<file path="src/rtl/weight_buffer_pkg.sv">
// weight_buffer_pkg
//   Sizing constants shared with the CNN ALU (element width, matrix order and
//   the resulting weight-matrix width) plus the loader's state encoding.
package weight_buffer_pkg;

    localparam int MP_BITWIDTH     = 8;
    localparam int WEIGHT_SIZE     = 4;
    localparam int WEIGHT_MATRIX_W = MP_BITWIDTH * WEIGHT_SIZE * WEIGHT_SIZE;
    localparam int WORD_WIDTH      = 32;
    localparam int NUM_WORDS       = WEIGHT_MATRIX_W / WORD_WIDTH;

    localparam logic [1:0] ST_FILL = 2'd0;
    localparam logic [1:0] ST_FULL = 2'd1;
    localparam logic [1:0] ST_PEND = 2'd2;
    localparam logic [1:0] ST_SWAP = 2'd3;

    typedef enum logic [1:0] {
        S_FILL = ST_FILL,
        S_FULL = ST_FULL,
        S_PEND = ST_PEND,
        S_SWAP = ST_SWAP
    } wb_state_e;

endpackage

</file>
<file path="src/rtl/weight_buffer.sv">
// weight_buffer
//   Double-buffered weight loader feeding the CNN ALU. 32-bit load words are
//   packed top-down into a shadow bank; a commit copies the shadow bank into
//   the active bank that drives the ALU, so the ALU always sees a complete,
//   stable matrix while the next one is loading.
//
// Ports
//   clk_i           clock, rising edge
//   rst_i           asynchronous reset, active low
//   wr_valid_i      load word offered
//   wr_ready_o      load word can be accepted this cycle
//   wr_data_i       load word
//   commit_i        request shadow->active swap
//   clear_i         discard shadow contents (priority over everything)
//   busy_i          ALU is executing; no swap while high
//   weight_matrix_o active bank to the ALU
//   active_valid_o  active bank holds a committed matrix
//   shadow_full_o   shadow bank complete
//   word_cnt_o      words currently in the shadow bank
//   err_o           one-cycle pulse: commit while shadow not full
module weight_buffer #(
    parameter int  MP_BITWIDTH = weight_buffer_pkg::MP_BITWIDTH,
    parameter int  WEIGHT_SIZE = weight_buffer_pkg::WEIGHT_SIZE,
    parameter int  WORD_WIDTH  = weight_buffer_pkg::WORD_WIDTH,
    localparam int WM_W        = MP_BITWIDTH * WEIGHT_SIZE * WEIGHT_SIZE,
    localparam int NUM_WORDS   = WM_W / WORD_WIDTH,
    localparam int CNT_W       = $clog2(NUM_WORDS + 1)
) (
    input  logic                  clk_i,
    input  logic                  rst_i,
    input  logic                  wr_valid_i,
    output logic                  wr_ready_o,
    input  logic [WORD_WIDTH-1:0] wr_data_i,
    input  logic                  commit_i,
    input  logic                  clear_i,
    input  logic                  busy_i,
    output logic [WM_W-1:0]       weight_matrix_o,
    output logic                  active_valid_o,
    output logic                  shadow_full_o,
    output logic [CNT_W-1:0]      word_cnt_o,
    output logic                  err_o
);
    import weight_buffer_pkg::*;

    // Word k lives in bank[NUM_WORDS-1-k], so word 0 occupies the MSBs.
    typedef logic [NUM_WORDS-1:0][WORD_WIDTH-1:0] bank_t;

    wb_state_e        state, state_d;
    bank_t            shadow, active;
    logic [CNT_W-1:0] word_cnt;
    logic             accept;
    logic             do_swap;
    logic             err_d;

    // Ready is held low while in reset so every output reads zero then.
    assign wr_ready_o = rst_i && (state == S_FILL) && !clear_i;
    assign accept     = wr_valid_i && wr_ready_o;

    always_ff @(posedge clk_i or negedge rst_i) begin
        if (!rst_i) state <= S_FILL;
        else        state <= state_d;
    end

    always_comb begin
        state_d = state;
        do_swap = 1'b0;
        err_d   = 1'b0;
        if (clear_i) begin
            state_d = S_FILL;
        end else begin
            case (state)
                S_FILL: begin
                    if (commit_i) err_d = 1'b1;
                    if (accept && word_cnt == CNT_W'(NUM_WORDS - 1)) state_d = S_FULL;
                end
                S_FULL: begin
                    if (commit_i) state_d = busy_i ? S_PEND : S_SWAP;
                end
                S_PEND: begin
                    if (!busy_i) state_d = S_SWAP;
                end
                S_SWAP: begin
                    // The ALU must never see its weights change mid-op: if busy
                    // rose since the swap was scheduled, fall back to waiting.
                    if (busy_i) begin
                        state_d = S_PEND;
                    end else begin
                        do_swap = 1'b1;
                        state_d = S_FILL;
                    end
                end
                default: state_d = S_FILL;
            endcase
        end
    end

    always_ff @(posedge clk_i or negedge rst_i) begin
        if (!rst_i) begin
            shadow         <= '0;
            active         <= '0;
            word_cnt       <= '0;
            active_valid_o <= 1'b0;
            err_o          <= 1'b0;
        end else begin
            err_o <= err_d;
            if (clear_i) begin
                word_cnt <= '0;
            end else if (do_swap) begin
                active         <= shadow;
                active_valid_o <= 1'b1;
                word_cnt       <= '0;
            end else if (accept) begin
                for (int k = 0; k < NUM_WORDS; k++)
                    if (word_cnt == CNT_W'(k)) shadow[NUM_WORDS-1-k] <= wr_data_i;
                word_cnt <= word_cnt + CNT_W'(1);
            end
        end
    end

    assign weight_matrix_o = active;
    assign word_cnt_o      = word_cnt;
    assign shadow_full_o   = (word_cnt == CNT_W'(NUM_WORDS));

endmodule

</file>
<file path="config.mk">
export PLATFORM = sky130hd
export DESIGN_NAME = weight_buffer
export DESIGN_NICKNAME = d
export VERILOG_FILES = /design/src/rtl/weight_buffer_pkg.sv /design/src/rtl/weight_buffer.sv
export SDC_FILE = /design/constraint.sdc
export NUM_CORES = 1
export LEC_CHECK = 0
export ABC_AREA = 1
export ABC_CLOCK_PERIOD_IN_PS = 3600
export CORE_AREA = 8 8 154 156
export DETAILED_ROUTE_END_ITERATION = 7
export DIE_AREA = 0 0 162 164
export PLACE_DENSITY = 0.76
export REMOVE_ABC_BUFFERS = 1
export SLEW_MARGIN = 25
export SYNTH_ARGS = -nofsm -noshare
export SYNTH_HDL_FRONTEND = slang
export SYNTH_SLANG_ARGS = --single-unit
</file>
<file path="constraint.sdc">
create_clock -name clk_i -period 3.6 [get_ports clk_i]
set_input_delay 0.36 -clock clk_i [delete_from_list [all_inputs] [get_ports clk_i]]
set_output_delay 0.36 -clock clk_i [all_outputs]
set_load 0.05 [all_outputs]
</file>
; ---- After elaboration in Yosys (flattened, before gate mapping)
; Index checks and enable logic that the tools add are counted.
[totals]
mem_bits_rw = 0
inputBits = 38
output_inout_bits = 135
latch_bits = 0
memories = 0
rom_bits = 0
regBits = 263
word_cells = 55
[classes]
mux = 16
order_cmp = 0
n_mul = 0
bitwise_logic = 2
n_reduce_logical = 14
n_shift = 0
add_sub_neg = 1
n_eq_ne = 10
n_div = 0
[ops]
columns = cell, n
row1 = AND reduction 4 bit, 4
row2 = 2-to-1 mux 2 bit, 5
row3 = 2-to-1 mux 3 bit, 3
row4 = one-hot mux 2 bit (4 select lines), 1
row5 = 2-to-1 mux 1 bit, 7
row6 = "== test 3 x 2 -> 1 bit, second input constant", 2
row7 = "!= test 3 bit, second input constant", 2
row8 = "== test 2 bit, second input constant", 2
row9 = logical AND 1 bit, 4
row10 = "adder 3 x 1 -> 3 bit, second input constant", 1
row11 = "== test 3 x 1 -> 1 bit, second input constant", 1
row12 = "== test 3 bit, second input constant", 1
row13 = zero test 3 bit, 1
row14 = "!= test 3 x 2 -> 1 bit, second input constant", 1
row15 = AND reduction 3 bit, 1
row16 = nonzero test 3 bit, 1
row17 = "== test 2 x 1 -> 1 bit, second input constant", 1
row18 = zero test 2 bit, 1
row19 = inverter 1 bit, 2
row20 = AND reduction 2 bit, 1
row21 = zero test 1 bit, 1

; ---- Depth between registers and ports, before layout
[logic_depth]
word_depth = 8
ltp_mapped = 8
mapped_depth_nobuf = 7

; ---- Worst setup path after synthesis
; OpenSTA, ideal clock, no wires.
[synth_path]
kind = register to register
startpoint = register state[0]
endpoint = register word_cnt[2], in the netlist word_cnt_o[2]
slack_ps = 1560
path_stages_with_launch = 7
arrival_time_ps = 1973
setup_time_ps = 67
path_buffers = 0
period_less_slack_ps = 2040
path_cell_list = dfrtp_1 nor2_2 nand2_1 nor2_1 nand2_1 or2_2 nand2_1
[synth_via]
elab_chain_len = 5
elab_cells_between_ends = 10
classes_between = eq/ne (1) / mux (4) / reduce/logical (5)
[synth_lines]
columns = item, line
row1 = start: declaration, weight_buffer.sv:48  ; wb_state_e state, state_d;
row2 = start signal: assignment, weight_buffer.sv:61  ; else state <= state_d;
row3 = zero test 2 bit, weight_buffer.sv:56  ; assign wr_ready_o = rst_i && (state == S_FILL) && !clear_i;
row4 = logical AND 1 bit (2 in series), weight_buffer.sv:56
row5 = via wr_ready_o, weight_buffer.sv:32  ; output logic wr_ready_o,
row6 = logical AND 1 bit, weight_buffer.sv:57  ; assign accept = wr_valid_i && wr_ready_o;
row7 = nonzero test 3 bit (no source line), n/a
row8 = end signal: assignment, weight_buffer.sv:115  ; word_cnt <= word_cnt + CNT_W'(1);
row9 = end: declaration, weight_buffer.sv:50  ; logic [CNT_W-1:0] word_cnt;
; The timed path passes the listed nets, and every way through them passes these cells.
; A chain may end at the register's enable or synchronous reset.

; ---- Worst setup path after layout
[layout_path]
startpoint = input rst_i
endpoint = output wr_ready_o
[layout_via]
elab_chain_len = 2
[layout_lines]
columns = item, line
row1 = start: declaration, weight_buffer.sv:30  ; input logic rst_i,
row2 = logical AND 1 bit (2 in series), weight_buffer.sv:56
row3 = end: declaration, weight_buffer.sv:32
; Every way passes these cells.

==> results.txt <==
Leakage -> 6.54 nW
Clock slew at reported path FFs -> 0.06 ns
Final ANT Viol Nets -> 0
Crit path DAT -> 2.49 ns
Top cells by area, synth -> dfrtp_1 66%, nand2_1 15%, nand3_1 6.6%, o21ai_0 6.4%, inv_1 1.7%
Global route overflow -> 0
Placer Congestion -> 0.771
Synth warnings -> 0
Worst Tran Pin Value -> 0.884 ns
Vias per inst -> 5.12
Pwr Density -> 645 nW/um^2
Post-Layout Cell Count -> 1,512
Worst path required time -> 3.24 ns
Fin. Hold Viols -> 0
Filler cell count -> 1,826
Synth Register Bits -> 263
Reg-to-reg slack, setup -> 1.18 ns
Sequential share of the synthesized area -> 65.6%
VDD IR-drop max -> 0.000397 V
Asr flop ratio synth -> 100%
CTS tree -> yes
Clock skew after layout -> 0.00806 ns
Die Y-Extent -> 164 um
Clock latency at the later pin of the worst-skew pair -> 0.52 ns
Placed insts -> 1,462
Global-route wire length before repair -> 40,200 um
CTS Root Cell -> clkbuf_16
Antenna diodes -> 0
CP endpoint kind -> output pin
Largest net degree at the start of global routing -> 160
CP Class -> in -> out
Synth Instances -> 1,064
Place WS -> 0.891 ns
Boundary Pins -> 173
Slew headroom -> 41.1%
Outcome -> complete, no violations
Tot Pwr -> 8.38 mW
# Post-CTS Setup Buffers -> 0
Initial DRC Count -> 529
Total Routing Usage GR -> 18.4%
Crit start category -> primary input
Inserted Clock Buffers -> 27
Final WL -> 24,700 um
Hold-fix buffers, CTS -> 1
Max Freq -> 351 MHz
DRC viols -> 0
WL/cell -> 16.3 um
Path type of the worst min-delay path -> in -> async
CTS max path bufs -> 3
Final Setup Violations -> 0
Die W -> 162 um
Post-synth cell types -> 20
Final Worst Setup Slack -> 0.753 ns
EDFF count, synth -> 0
Final worst-path cycle share -> 79.1%
Vias in the first global route -> 7,800
CTS sink cnt -> 263
Post-route minimum period -> 2.85 ns
Max-Cap Viols -> 0
First-pass detailed-route iteration total -> 5
Post-DP HPWL -> 15,300 um
Fin util -> 60.9%
P&R area growth vs syn -> 29.6%
RSZ-0062 raised after global routing -> no
Worst-path fanout max -> 53
Mapped Area -> 10,000 um^2
Initial core utilization -> 47.0%
Largest area contributor in the netlist -> dfrtp_1
Yosys top cell area share -> 65.6%
Slew Viols, Final -> 0
Ys flop type -> dfrtp_1
Row cnt -> 54
Initial antenna violation count -> 0
Die area -> 26,600 um^2
IO Port Bufs -> 172
Htree depth -> 1
Share of cells above drive strength 1 -> 5.76%
Syn avg cell area -> 9.43 um^2
Post-CTS sizing -> 0
CORE AREA -> 21,400 um^2
Total number of vias -> 7,743
Final #Nets -> 1,255
[layout make-up]
class,instances,area (um^2),share of cell area [%]
tap,280,350,2.70
inverter,47,179,1.38
timing repair buffer,185,1850,14.2
clock inverter,15,260,2.00
sequential,263,6580,50.6
clock buffer,34,762,5.86
multi-input combinational,688,3010,23.2
[kinds of logic after synthesis]
kind of cell,Yosys count,synth area share [%]
AOI/OAI and AO/OA,134,6.74
and+or+nand+nor,549,22.5
buffers and inverters,113,4.52
DFF,263,65.6
adders and majority gates,5,0.624
[flip-flops by register name, summed over array words and instances (netlist names)]
register         count
err_o                1
weight_matrix_o    128
active_valid_o       1
shadow             128
state                2
word_cnt_o           3
[worst paths after layout]
path / start / endpoint / cells past startpoint
max reg2reg: state[0] / weight_matrix_o[4] / 6
min: rst_i / err_o / 2
min in group clk_i: commit_i / err_o / 3
max in group asynchronous: rst_i / shadow[23] / 3
max: rst_i / wr_ready_o / 5
min reg2reg: active_valid_o / active_valid_o / 2
[cell usage in the layout, fill, tap and decap left out, types with 6 or more instances in the layout]
cell and count:
buf_4 10, inv_1 46, nand3_1 132, clkbuf_8 6, nor2_1 11, dfrtp_1 263
nand2_1 395, bufinv_16 7, clkdlybuf4s50_1 171, o21ai_0 128, clkbuf_16 27
[cells in the mapped netlist (all sizes together), types with 2 or more instances]
cell and instances:
nand3 132, ha 5, nand4 2, buf 25, a21oi 3, nor2 13, nand2 400, clkbuf 41
inv 47, dfrtp 263, o21ai 129
[metal layers]
| metal | global-route usage (%) | routed length [um] | vias up |
|---|---|---|---|
| li1 | - | - | 3709 |
| met1 | 23.7 | 10600 | 3774 |
| met2 | 31.6 | 12200 | 230 |
| met3 | 3.21 | 1490 | 30 |
| met4 | 5.13 | 431 | 0 |
| met5 | 0 | 0 | - |
[critical path: stages]
cell and delay (ns):
dlygate4sd3_1 0.56, buf_8 0.34, inv_1 0.17, nor2_1 0.20
clkdlybuf4s50_1 0.84
[metrics by stage]
stage	TNS (ns)	hold WS (ns)	area, um^2
2_1_floorplan	-636.04	0.0644	9750
3_3_place_gp	0	0.294	12000
3_5_place_dp	0	0.298	12000
4_1_cts	0	0.327	13000
5_1_grt	0	0.348	13000
6_report	0	0.326	13000
[power breakdown]
group / switching, mW / internal, mW / leakage, nW / total, mW
combinational: 1.08 / 0.506 / 2.46 / 1.59
clock: 1.13 / 2.00 / 0.492 / 3.13
sequential: 0.265 / 3.40 / 3.59 / 3.67
(Power assumes the default switching activity.)
